$ cat src/rtl/pulse_detect.sv
// Edge-to-pulse front end: synchronises and glitch-filters sig_in, turns the selected
// edge of the clean level into a one-cycle pulse with hold-off, and keeps saturating status counts.
module pulse_detect #(
  parameter int    SYNC_STAGES = 2,
  parameter int    FILTER_LEN  = 4,
  parameter string EDGE        = "RISE",
  parameter logic  INIT_LEVEL  = 1'b0,
  parameter int    HOLDOFF     = 16,
  parameter int    CNT_WIDTH   = 16
) (
  input  logic                 clk,
  input  logic                 rst_n,
  input  logic                 sig_in,
  input  logic                 en,
  input  logic                 clr_cnt,
  output logic                 pulse_out,
  output logic                 busy,
  output logic                 level,
  output logic [CNT_WIDTH-1:0] pulse_cnt,
  output logic [CNT_WIDTH-1:0] miss_cnt
);

  localparam logic RISE_EN = (EDGE == "RISE") || (EDGE == "BOTH");
  localparam logic FALL_EN = (EDGE == "FALL") || (EDGE == "BOTH");
  localparam logic HOLD_EN = (HOLDOFF > 0);

  localparam int FW = (FILTER_LEN > 1) ? $clog2(FILTER_LEN) : 1;
  localparam int TW = (HOLDOFF > 0) ? $clog2(HOLDOFF + 1) : 1;

  localparam logic [FW-1:0]        FLT_LAST  = FW'(FILTER_LEN - 1);
  localparam logic [FW-1:0]        FLT_ONE   = FW'(1);
  localparam logic [FW-1:0]        FLT_ZERO  = {FW{1'b0}};
  localparam logic [TW-1:0]        TMR_LOAD  = TW'(HOLDOFF);
  localparam logic [TW-1:0]        TMR_ONE   = TW'(1);
  localparam logic [TW-1:0]        TMR_ZERO  = {TW{1'b0}};
  localparam logic [CNT_WIDTH-1:0] CNT_ZERO  = {CNT_WIDTH{1'b0}};
  localparam logic [CNT_WIDTH-1:0] CNT_ONE   = CNT_WIDTH'(1);
  localparam logic [CNT_WIDTH-1:0] CNT_MAX   = {CNT_WIDTH{1'b1}};

  localparam logic [0:0] ST_IDLE = 1'b0;
  localparam logic [0:0] ST_HOLD = 1'b1;

  // A clear wins over the increment but still records an event landing in the same cycle.
  function automatic logic [CNT_WIDTH-1:0] sat_count(
    input logic [CNT_WIDTH-1:0] cnt,
    input logic                 clr,
    input logic                 hit
  );
    logic [CNT_WIDTH-1:0] nxt;
    if (clr) begin
      nxt = hit ? CNT_ONE : CNT_ZERO;
    end else if (hit && (cnt != CNT_MAX)) begin
      nxt = cnt + CNT_ONE;
    end else begin
      nxt = cnt;
    end
    return nxt;
  endfunction

  logic [SYNC_STAGES-1:0] sync_r;
  logic [FW-1:0]          flt_cnt_r;
  logic                   level_r;
  logic                   level_d_r;
  logic [0:0]             state_r;
  logic [TW-1:0]          timer_r;
  logic                   pulse_r;
  logic                   busy_r;
  logic [CNT_WIDTH-1:0]   pulse_cnt_r;
  logic [CNT_WIDTH-1:0]   miss_cnt_r;

  logic s_s;
  logic edge_s;
  logic accept_s;
  logic miss_s;

  assign s_s = sync_r[SYNC_STAGES-1];

  // Synchroniser chain and glitch filter on the filtered level.
  always_ff @(posedge clk or negedge rst_n) begin
    if (!rst_n) begin
      sync_r    <= {SYNC_STAGES{INIT_LEVEL}};
      flt_cnt_r <= FLT_ZERO;
      level_r   <= INIT_LEVEL;
      level_d_r <= INIT_LEVEL;
    end else begin
      sync_r    <= {sync_r[SYNC_STAGES-2:0], sig_in};
      level_d_r <= level_r;
      if (s_s != level_r) begin
        if (flt_cnt_r == FLT_LAST) begin
          level_r   <= s_s;
          flt_cnt_r <= FLT_ZERO;
        end else begin
          flt_cnt_r <= flt_cnt_r + FLT_ONE;
        end
      end else begin
        flt_cnt_r <= FLT_ZERO;
      end
    end
  end

  // Qualify the level change and decide accept versus miss.
  always_comb begin
    edge_s   = (RISE_EN & level_r & ~level_d_r) | (FALL_EN & ~level_r & level_d_r);
    accept_s = 1'b0;
    miss_s   = 1'b0;
    if (edge_s && en) begin
      if (state_r == ST_IDLE) begin
        accept_s = 1'b1;
      end else begin
        miss_s = 1'b1;
      end
    end else begin
      accept_s = 1'b0;
      miss_s   = 1'b0;
    end
  end

  // Hold-off FSM; HOLD spans the pulse cycle plus HOLDOFF busy cycles.
  always_ff @(posedge clk or negedge rst_n) begin
    if (!rst_n) begin
      state_r <= ST_IDLE;
      timer_r <= TMR_ZERO;
      pulse_r <= 1'b0;
      busy_r  <= 1'b0;
    end else begin
      pulse_r <= accept_s;
      case (state_r)
        ST_IDLE: begin
          busy_r <= 1'b0;
          if (accept_s && HOLD_EN) begin
            state_r <= ST_HOLD;
            timer_r <= TMR_LOAD;
          end else begin
            state_r <= ST_IDLE;
            timer_r <= TMR_ZERO;
          end
        end
        ST_HOLD: begin
          if (timer_r == TMR_ZERO) begin
            state_r <= ST_IDLE;
            busy_r  <= 1'b0;
          end else begin
            timer_r <= timer_r - TMR_ONE;
            busy_r  <= 1'b1;
          end
        end
        default: begin
          state_r <= ST_IDLE;
          timer_r <= TMR_ZERO;
          busy_r  <= 1'b0;
        end
      endcase
    end
  end

  // Saturating status counters.
  always_ff @(posedge clk or negedge rst_n) begin
    if (!rst_n) begin
      pulse_cnt_r <= CNT_ZERO;
      miss_cnt_r  <= CNT_ZERO;
    end else begin
      pulse_cnt_r <= sat_count(pulse_cnt_r, clr_cnt, accept_s);
      miss_cnt_r  <= sat_count(miss_cnt_r, clr_cnt, miss_s);
    end
  end

  assign pulse_out = pulse_r;
  assign busy      = busy_r;
  assign level     = level_r;
  assign pulse_cnt = pulse_cnt_r;
  assign miss_cnt  = miss_cnt_r;

endmodule

$ cat config.mk
export PLATFORM = sky130hd
export DESIGN_NAME = pulse_detect
export DESIGN_NICKNAME = d
export VERILOG_FILES = /design/src/rtl/pulse_detect.sv
export SDC_FILE = /design/constraint.sdc
export NUM_CORES = 1
export LEC_CHECK = 0
export BUFFER_PORTS_ARGS = -buffer_cell sky130_fd_sc_hd__buf_4
export CAP_MARGIN = 20
export CORE_MARGIN = 4
export CORE_UTILIZATION = 60
export CTS_CLUSTER_SIZE = 24
export DETAILED_ROUTE_END_ITERATION = 8
export PLACE_DENSITY = 0.81
export RECOVER_POWER = 100
export SETUP_SLACK_MARGIN = 0.1
export SYNTH_ARGS = -nofsm -noshare
export SYNTH_HDL_FRONTEND = slang
export SYNTH_SLANG_ARGS = --single-unit
export TNS_END_PERCENT = 20
$ cat constraint.sdc
create_clock -name clk -period 5.7 [get_ports clk]
set_clock_uncertainty 0.15 [all_clocks]
set_input_delay 1.14 -clock clk [delete_from_list [all_inputs] [get_ports clk]]
set_output_delay 1.14 -clock clk [all_outputs]
set_load 0.005 [all_outputs]
# --- Word-level counts from Yosys, hierarchy flattened ---
# Index checks and enable logic that the tools add are counted.
word_totals:
  reg_bits: 46
  inputBits: 5
  out_inout_bits: 35
  wordCells: 48
classes:
  addsub: 4
  eq_ne: 5
  muxes: 19
  n_bitwise: 3
  n_reduce_logical: 7
ops:
  columns: ["op", "n"]
  rows:
  - ["$mux W16", 4]
  - ["$add A16 B1 Y16 const B", 2]
  - ["$ne A16 B16 Y1 const B", 2]
  - ["$mux W5", 2]
  - ["$pmux W5 S2", 1]
  - ["$mux W1", 8]
  - ["$logic_not A5 Y1", 1]
  - ["$sub A5 B1 Y5 const B", 1]
  - ["$mux W2", 2]
  - ["$pmux W1 S2", 2]
  - ["$reduce_bool A2 Y1", 2]
  - ["$logic_and A1 B1 Y1", 3]
  - ["$add A2 B1 Y2 const B", 1]
  - ["$eq A2 B2 Y1 const B", 1]
  - ["$ne A2 B2 Y1 const B", 1]
  - ["$not A1 Y1", 2]
  - ["$reduce_and A2 Y1", 1]
  - ["$and A1 B1 Y1", 1]
  - ["$ne A1 B1 Y1", 1]

# --- Longest topological paths before layout ---
# Gate-level depths: netlist of the first run.
depth:
  word_depth: 7
  ltp_mapped: 7
  mapped_depth_nobuf: 6

# --- Worst setup path after synthesis of the first run ---
# No wires, ideal clock.
synth_path:
  path_type: "input-to-reg"
  from: "in en"
  to: "reg miss_cnt_r[13] (netlist: miss_cnt[13])"
  setup_ps: 78
  arrival_ps: 2416
  required_ps: 5472
  setup_slack_ps: 3056
  stages: 4
  path_buffers: 0
  path_cell_list: "nand4b_2 or4_4 or4_1 a21oi_1"
synth_between:
  elab_chain_cells: 4
synth_lines:
  columns: ["element", "line_no", "rtl"]
  rows:
  - ["start, declared", "14", "input logic en,"]
  - ["$logic_and A1 B1 Y1", "106", "if (edge_s && en) begin"]
  - ["$mux W1", "106", null]
  - ["$logic_and A1 B1 Y1", "52", "end else if (hit && (cnt != CNT_MAX)) begin"]
  - ["$reduce_bool A2 Y1 (no line)", null, null]
  - ["end signal, assigned", "163", "miss_cnt_r <= sat_count(miss_cnt_r, clr_cnt, miss_s);"]
  - ["end, declared", "69", "logic [CNT_WIDTH-1:0] miss_cnt_r;"]
# Every way passes these cells.
# A chain may end at the register's enable or synchronous reset.

==> flow_metrics.env, run 1 <==
export IMPL_outcome="finished, violations left"
export IMPL_violations="max-capacitance violations, max-slew violations"
export IMPL_synthCells=242
export IMPL_ys_types=40
export IMPL_nets=290
export IMPL_hold_path_class="reg -> reg"
export IMPL_ant_nets=0
export IMPL_relSlewSlack=-0.5364
export IMPL_period_needed_ps=2988
export IMPL_maxSlewViolCount=47
export IMPL_netlist_area_mm2=0.002360
export IMPL_cp_end_kind="async pin"
export IMPL_cts_tree="built"
export IMPL_detail_route_vias_per_cell=6.088
export IMPL_critical_path_required_ps=5490
export IMPL_cp_top_family="buffers and inverters"
export IMPL_ys_ff_latch=46
export IMPL_path_clk_slew_ps=80
export IMPL_ir_worst_vdd_mv=0.1741
export IMPL_grt_pass1_vias=1857
export IMPL_crit_chain="clkbuf_1"
export IMPL_worst_pin_slew_ps=2305
export IMPL_numClockSinks=46
export IMPL_critPathArrivalTime_ps=2780
export IMPL_io_buffers=39
export IMPL_grt_pass1_wl_mm=8.121
export IMPL_critical_path_class="in -> async"
export IMPL_postCtsSetupBuffers=0
export IMPL_wl_met2_mm=2.379
export IMPL_max_freq_mhz=334.7
export IMPL_yosys_warnings=0
export IMPL_hold_buffers=0
export IMPL_critPathBufInv=1
export IMPL_cp_max_fo=46
export IMPL_setup_viol=0
export IMPL_num_antenna_cells=0
export IMPL_fin_cells=330
export IMPL_die_w_um=70.72
export IMPL_critPathSlowestCell="clkbuf_1"
export IMPL_rsz0062_at_grt="no"
export IMPL_grt_usage=0.1980
export IMPL_start_util=0.6303
export IMPL_drt_pass1_iter_count=4
export IMPL_top_layer="met4"
export IMPL_period_share=0.5242
export IMPL_p_leak_uw=0.001142
export IMPL_vias=2009
export IMPL_maxCapViolCount=1
export IMPL_io_pins=40
export IMPL_area_growth_pct=17.50
export IMPL_slowest_delay_ps=1620
export IMPL_post_drt_wl_per_cell_um=14.33
export IMPL_worstSetupStartpointType="primary input"
export IMPL_clk_latency_ps=290
export IMPL_gr_total_overflow=0
export IMPL_power_density_mw_per_mm2=276.5
export IMPL_drc=0
export IMPL_core_area_mm2=0.003744
export IMPL_fp_dieH_um=70.72
export IMPL_htreeDepth=2
export IMPL_cts_root_buffer="clkbuf_8"
export IMPL_wl_met1_mm=2.075
export IMPL_die_area_mm2=0.005001
export IMPL_hpwl_mm=3.419
export IMPL_wirelength_mm=4.730
export IMPL_syn_num_nets=251
export IMPL_worst_slack_ps=2712
export IMPL_ys_seq_area_frac=0.4878
export IMPL_antenna_found_initial=0
export IMPL_std_cell_rows=22
export IMPL_place_congestion=0.7868
export IMPL_first_iter_violations=160
export IMPL_wl_met3_um=243
export IMPL_finalHoldViolCount=0
export IMPL_layout_drive_gt1_share=0.1879
export IMPL_cts_repair_resized=0
export IMPL_final_core_util=0.7406
export IMPL_syn_avg_cell_area_um2=9.751
export IMPL_cts_buffers=5
export IMPL_grt_max_degree=47
export IMPL_dp_slack_ps=2813
export IMPL_dp_cells=322
export IMPL_cts_buffer_depth=2
export IMPL_p_total_uw=766.6
export IMPL_final_setup_tns_ps=0
## registers in the layout, indices dropped and copies added, names as in the netlist
register / count
busy: 1
flt_cnt_r: 2
level: 1
level_d_r: 1
miss_cnt: 16
pulse_cnt: 16
pulse_out: 1
state_r: 1
sync_r: 2
timer_r: 5
## power by group
part / switching, uW / leakage (uW) / internal (uW)
Sequential: 38.1 / 0.000629 / 362
Clock: 106 / 0.0000544 / 111
Combinational: 74.6 / 0.000458 / 74.8
## cells in the mapped netlist
master	n	area, um2
inv_2	1	3.750
mux2_2	4	45.04
nor2_1	10	37.54
or3_1	11	68.82
or2_2	3	18.77
a21boi_0	1	7.510
nor4bb_1	1	10.01
clkbuf_1	8	30.03
a41oi_1	1	8.760
o21ai_0	14	70.07
mux2i_1	4	40.04
nand2_1	16	60.06
a211oi_1	1	7.510
or4_4	1	11.26
xnor2_1	2	17.52
and4b_1	1	10.01
o31a_1	2	17.52
nand2b_1	4	25.02
o211ai_1	1	7.510
nand3b_1	1	7.510
nand4_1	9	56.30
a21oi_1	22	110.1
o31ai_1	15	112.6
nand4b_2	1	15.01
o211a_1	1	10.01
or4b_2	1	10.01
ha_1	4	50.05
nor2b_1	3	18.77
inv_1	9	33.78
and4_1	2	17.52
dfrtp_1	46	1151
buf_2	1	5.000
nand3_1	9	45.04
nand4bb_1	1	11.26
nor3_1	3	15.01
nor4_1	7	43.79
or4_1	12	90.09
and2_1	4	25.02
and3_1	2	12.51
nor3b_1	3	22.52
## stage by stage
step | hold WS (ps) | cell area (um2)
floorplan | 181.2 | 2360
global placement | 183.6 | 2693
detailed placement | 191.1 | 2693
CTS | 210.3 | 2798
global route | 223.7 | 2773
finish | 205.2 | 2773
## cells by family after synthesis
logic type,after synthesis,synth area share
AND/OR/NAND/NOR,105,0.2678
XOR/XNOR,2,0.007424
adder cells (fa/ha/maj),4,0.02121
AO/OA/AOI/OAI,58,0.1490
flip-flops,46,0.4878
multiplexers,8,0.03605
buffers and inverters,19,0.03075
## cell usage in the layout (no fill, tap or decap), types with 2 or more instances in the layout
cell type  count
nor3_1         3
o31a_1         2
mux2_2         4
and4_1         2
clkbuf_1       4
clkbuf_4      35
or3_1         11
o21ai_0       14
buf_4          2
mux2i_1        4
dfrtp_1       46
nor3b_1        3
nor2_1        10
and3_1         2
nor4_1         7
o31ai_1       15
a21oi_1       22
inv_1         10
xnor2_1        2
or4_1         13
nand3_1        9
nor2b_1        3
nand4_1        9
or2_2          3
nand2b_1       4
nand2_1       16
ha_1           4
clkbuf_8       7
and2_0         3
## final timing paths
| check | to | slack [ps] | cells after the start | startpoint |
|---|---|---|---|---|
| hold / removal | sync_r[1]$_DFF_PN0_ | 210 | 0 | sync_r[0]$_DFF_PN0_ |
| max in group clk | miss_cnt[11]$_DFFE_PN0P_ | 2910 | 5 | en |
| setup / recovery | pulse_cnt[7]$_DFFE_PN0P_ | 2710 | 1 | rst_n |
| setup reg to reg | miss_cnt[11]$_DFFE_PN0P_ | 3380 | 4 | level$_DFFE_PN0P_ |
| min in group asynchronous | sync_r[1]$_DFF_PN0_ | 1380 | 1 | rst_n |
| hold reg to reg | sync_r[1]$_DFF_PN0_ | 210 | 0 | sync_r[0]$_DFF_PN0_ |
## per-layer routing
metal  vias up  GRT usage
li1        993          -
met1       958     0.2546
met2        54     0.3296
met3         4    0.04545
met4         0    0.06889
met5         -          0
## cell type report
cell class                 instances  area, um2
sequential                        46       1151
multi-input combinational        177       1126
clock buffer                       7      96.34
inverter                          10      37.54
fill                             296      970.9
timing repair buffer              41      292.8
tap                               48      60.06
clock inverter                     1      8.758
Note: power is estimated with default switching activity, not from simulation.
==> inputs of run 2 (changes only) <==
CORE_UTILIZATION = 56   (was 60)
PLACE_DENSITY = 0.77   (was 0.81)
clock period = 2.85 ns   (was 5.7 ns; I/O delays follow)
==> flow_metrics.env, run 2 (same netlist as run 1, synthesis figures left out) <==
export IMPL_hold_buffers=0
export IMPL_final_setup_tns_ps=0
export IMPL_period_needed_ps=2359
export IMPL_place_congestion=0.7847
export IMPL_start_util=0.5857
export IMPL_layout_drive_gt1_share=0.1915
export IMPL_worst_pin_slew_ps=1130
export IMPL_hold_path_class="reg -> reg"
export IMPL_finalHoldViolCount=0
export IMPL_die_area_mm2=0.005317
export IMPL_cts_repair_resized=0
export IMPL_antenna_found_initial=0
export IMPL_ant_nets=0
export IMPL_area_growth_pct=17.82
export IMPL_numClockSinks=46
export IMPL_cts_tree="built"
export IMPL_drt_pass1_iter_count=4
export IMPL_critical_path_class="reg -> reg"
export IMPL_period_share=0.8276
export IMPL_gr_total_overflow=0
export IMPL_rrSetupSlack_ps=490
export IMPL_critPathArrivalTime_ps=2430
export IMPL_io_buffers=39
export IMPL_postCtsSetupBuffers=0
export IMPL_rr_worst_depth=4
export IMPL_cp_max_fo=9
export IMPL_num_antenna_cells=0
export IMPL_clk_latency_ps=300
export IMPL_core_area_mm2=0.004029
export IMPL_ir_worst_vdd_mv=0.5672
export IMPL_path_clk_slew_ps=90
export IMPL_post_drt_wl_per_cell_um=14.61
export IMPL_max_freq_mhz=423.9
export IMPL_vias=2005
export IMPL_final_core_util=0.6901
export IMPL_critical_path_required_ps=2920
export IMPL_p_leak_uw=0.001149
export IMPL_grt_pass1_vias=1799
export IMPL_die_w_um=72.92
export IMPL_fillers=333
export IMPL_first_iter_violations=114
export IMPL_maxCapViolCount=0
export IMPL_hp_start="sync_r[0]$_DFF_PN0_"
export IMPL_fin_cells=332
export IMPL_setup_viol=0
export IMPL_cts_root_buffer="clkbuf_8"
export IMPL_cp_end_kind="flip-flop"
export IMPL_fp_dieH_um=72.92
export IMPL_hold_depth=0
export IMPL_rsz0062_at_grt="no"
export IMPL_relSlewSlack=0.2470
export IMPL_std_cell_rows=23
export IMPL_cts_buffers=5
export IMPL_grt_usage=0.1953
export IMPL_grt_pass1_wl_mm=8.266
export IMPL_grt_max_degree=47
export IMPL_dp_cells=324
export IMPL_hpwl_mm=3.397
export IMPL_nets=290
export IMPL_hold_path_end="sync_r[1]$_DFF_PN0_"
export IMPL_cts_buffer_depth=2
export IMPL_r2r_start="state_r$_DFF_PN0_"
export IMPL_layout_commonest_cell="dfrtp_1"
export IMPL_maxSlewViolCount=0
export IMPL_detail_route_vias_per_cell=6.039
export IMPL_drc=0
export IMPL_worst_r2r_endpoint="miss_cnt[15]$_DFFE_PN0P_"
export IMPL_mostFrequentLayoutCells="dfrtp_1, clkbuf_4, a21oi_1, nand2_1, o31ai_1"
export IMPL_htreeDepth=2
export IMPL_io_pins=40
export IMPL_outcome="finished, final reports clean"
export IMPL_wirelength_mm=4.852
export IMPL_power_density_mw_per_mm2=554.0
export IMPL_worstSetupStartpointType="flip-flop"
==> run 2: cell counts in the layout (fill, tap and decap cells not counted) <==
No cell type changed its count.
==> run 2: cell type report <==
class / instances / area, um2 / area share
flip-flops and latches: 46 / 1151 / 0.4140
well taps: 50 / 62.56 / 0.02250
inverters: 10 / 37.54 / 0.01350
multi-input cells: 177 / 1126 / 0.4050
clock inverters: 1 / 8.758 / 0.003150
repair buffers: 41 / 297.8 / 0.1071
clock buffers: 7 / 96.34 / 0.03465
==> run 2: critical path: stages, from the launching register on <==
cell and delay (ps):
dfrtp_1 510, nand4b_1 340, or4_1 690, or4_1 430, a21oi_1 170
==> run 2: worst max-delay path by stage <==
stage | from | endpoint | slack [ps] | depth (start not counted)
after floorplan | en | miss_cnt[13]$_DFFE_PN0P_ | 780 | 4
after global placement | en | miss_cnt[11]$_DFFE_PN0P_ | 590 | 5
after detailed placement | en | miss_cnt[15]$_DFFE_PN0P_ | 530 | 5
after CTS | state_r$_DFF_PN0_ | pulse_cnt[15]$_DFFE_PN0P_ | 620 | 5
after global routing | state_r$_DFF_PN0_ | pulse_cnt[9]$_DFFE_PN0P_ | 360 | 5
final | state_r$_DFF_PN0_ | miss_cnt[15]$_DFFE_PN0P_ | 490 | 4
==> run 2: routing by layer <==
| layer | global-route usage | vias up | routed length [um] |
|---|---|---|---|
| li1 | - | 990 | - |
| met1 | 0.2714 | 971 | 2311 |
| met2 | 0.3126 | 40 | 2271 |
| met3 | 0.03994 | 4 | 229 |
| met4 | 0.05123 | 0 | 41 |
| met5 | 0 | - | 0 |
==> run 2: through the flow <==
stage          hold slack (ps)  total power [uW]  area (um2)  setup WS (ps)
2_1_floorplan            124.4              1019        2360          775.9
3_3_place_gp             181.1              1107        2695          589.5
3_5_place_dp             190.2              1124        2695          531.2
4_1_cts                  123.3              1563        2800          615.4
5_1_grt                  215.8              1625        2780          362.5
6_report                 204.8              1540        2780          491.2
==> run 2: power by group <==
| group | internal (uW) | switching, uW |
|---|---|---|
| combinational | 151 | 149 |
| sequential | 723 | 79.4 |
| clock | 222 | 215 |
==> inputs of run 3 (changes only) <==
clock period = 2.2 ns   (was 2.85 ns; I/O delays follow)
==> flow_metrics.env, run 3 (same netlist as run 1, synthesis figures left out) <==
export IMPL_fp_dieH_um=72.92
export IMPL_drt_pass1_iter_count=4
export IMPL_period_needed_ps=2080
export IMPL_place_congestion=0.8060
export IMPL_clk_latency_ps=310
export IMPL_grt_max_degree=47
export IMPL_layout_commonest_cell="dfrtp_1"
export IMPL_maxSlewViolCount=0
export IMPL_critical_path_required_ps=2280
export IMPL_power_density_mw_per_mm2=771.4
export IMPL_hpwl_mm=3.505
export IMPL_hold_path_class="in -> reg"
export IMPL_ir_worst_vdd_mv=0.6993
export IMPL_grt_pass1_wl_mm=8.542
export IMPL_start_util=0.5857
export IMPL_final_core_util=0.7354
export IMPL_cts_buffer_depth=2
export IMPL_antenna_found_initial=0
export IMPL_rrSetupSlack_ps=120
export IMPL_register_area_mm2=0.001151
export IMPL_critPathSlowestCell="or4_4"
export IMPL_num_antenna_cells=0
export IMPL_gr_total_overflow=0
export IMPL_layout_drive_gt1_share=0.2392
export IMPL_setup_viol=0
export IMPL_core_area_mm2=0.004029
export IMPL_finalHoldViolCount=0
export IMPL_area_growth_pct=25.56
export IMPL_cts_tree="built"
export IMPL_io_pins=40
export IMPL_std_cell_rows=23
export IMPL_dp_slack_ps=-34.52
export IMPL_cts_root_buffer="clkbuf_8"
export IMPL_max_freq_mhz=480.7
export IMPL_nets=309
export IMPL_critPathBufInv=1
export IMPL_final_setup_tns_ps=0
export IMPL_cp_max_fo=6
export IMPL_grt_pass1_vias=1832
export IMPL_cp_top_family="simple AND/OR/NAND/NOR gates"
export IMPL_multi_input_area_mm2=0.001156
export IMPL_post_drt_wl_per_cell_um=14.85
export IMPL_vias=2113
export IMPL_relSlewSlack=0.2566
export IMPL_slowest_delay_ps=580
export IMPL_p_leak_uw=0.001261
export IMPL_first_iter_violations=147
export IMPL_critical_path_class="reg -> reg"
export IMPL_detail_route_vias_per_cell=6.020
export IMPL_cts_buffers=5
export IMPL_worst_slack_ps=119.6
export IMPL_period_share=0.9456
export IMPL_ant_nets=0
export IMPL_io_buffers=39
export IMPL_die_area_mm2=0.005317
export IMPL_cp_end_kind="flip-flop"
export IMPL_mostFrequentLayoutCells="dfrtp_1, clkbuf_4, a21oi_1, buf_4, nand2_1"
export IMPL_die_w_um=72.92
export IMPL_htreeDepth=2
export IMPL_maxCapViolCount=0
export IMPL_grt_usage=0.2041
export IMPL_numClockSinks=46
export IMPL_path_clk_slew_ps=90
export IMPL_wirelength_mm=5.214
export IMPL_drc=0
export IMPL_crit_chain="clkbuf_1 -> nand4_1 -> or4_4 -> or4_1 -> a21oi_1"
export IMPL_critPathArrivalTime_ps=2160
export IMPL_outcome="finished, final reports clean"
export IMPL_fillers=321
export IMPL_rsz0062_at_grt="yes"
export IMPL_worst_pin_slew_ps=1115
export IMPL_worstSetupStartpointType="flip-flop"
run 3: layout make-up:
cell class / instances / area share
Sequential cell: 46 / 0.3885
Tap cell: 50 / 0.02111
Clock buffer: 5 / 0.02323
Timing Repair Buffer: 60 / 0.1410
Clock inverter: 3 / 0.02323
Inverter: 10 / 0.01267
Multi-Input combinational cell: 177 / 0.3902
run 3: worst paths after layout:
check                                        start                       end  cells past startpoint
max in group asynchronous                    rst_n   miss_cnt[8]$_DFFE_PN0P_                      2
setup reg to reg           miss_cnt[1]$_DFFE_PN0P_  miss_cnt[11]$_DFFE_PN0P_                      5
hold / removal                              sig_in       sync_r[0]$_DFF_PN0_                      1
min in group asynchronous                    rst_n   miss_cnt[3]$_DFFE_PN0P_                      2
setup / recovery           miss_cnt[1]$_DFFE_PN0P_  miss_cnt[11]$_DFFE_PN0P_                      5
hold reg to reg                sync_r[0]$_DFF_PN0_       sync_r[1]$_DFF_PN0_                      0
run 3: metrics by stage:
| step | total power (uW) | cell area, um2 | std cells | hold WS [ps] |
|---|---|---|---|---|
| after floorplan | 1320 | 2360 | 242 | -5.591 |
| after global placement | 1516 | 2815 | 340 | 181.6 |
| after detailed placement | 1535 | 2815 | 340 | 203.6 |
| after CTS | 2299 | 2968 | 349 | 91.71 |
| after global routing | 2406 | 2963 | 351 | 110.7 |
| final | 2286 | 2963 | 351 | 121.6 |
run 3: layer usage:
metal | vias to the layer above | GRT usage | part of all wire
met4 | 0 | 0.07582 | 0.0098
met1 | 1018 | 0.2835 | 0.45
li1 | 1036 | - | -
met3 | 7 | 0.04683 | 0.052
met5 | - | 0 | 0
met2 | 52 | 0.3126 | 0.48
run 3: what timing repair did:
item	in CTS	in global routing
endpoints found under the setup margin	9	17
endpoints found under the hold margin	15	0
buffers inserted	0	2
resized for setup	1	6
hold buffers	1	0
pin swaps	0	1
run 3: worst register-to-register path: stages, from the launching register on:
cell and delay (ps):
dfrtp_1 360, clkbuf_1 220, nand4_1 130, or4_4 580, or4_1 410, a21oi_1 150
run 3: where the power goes:
part           switching, uW  total, uW  internal, uW
Sequential              75.2       1010           937
Combinational            251        518           266
Clock                    301        756           455
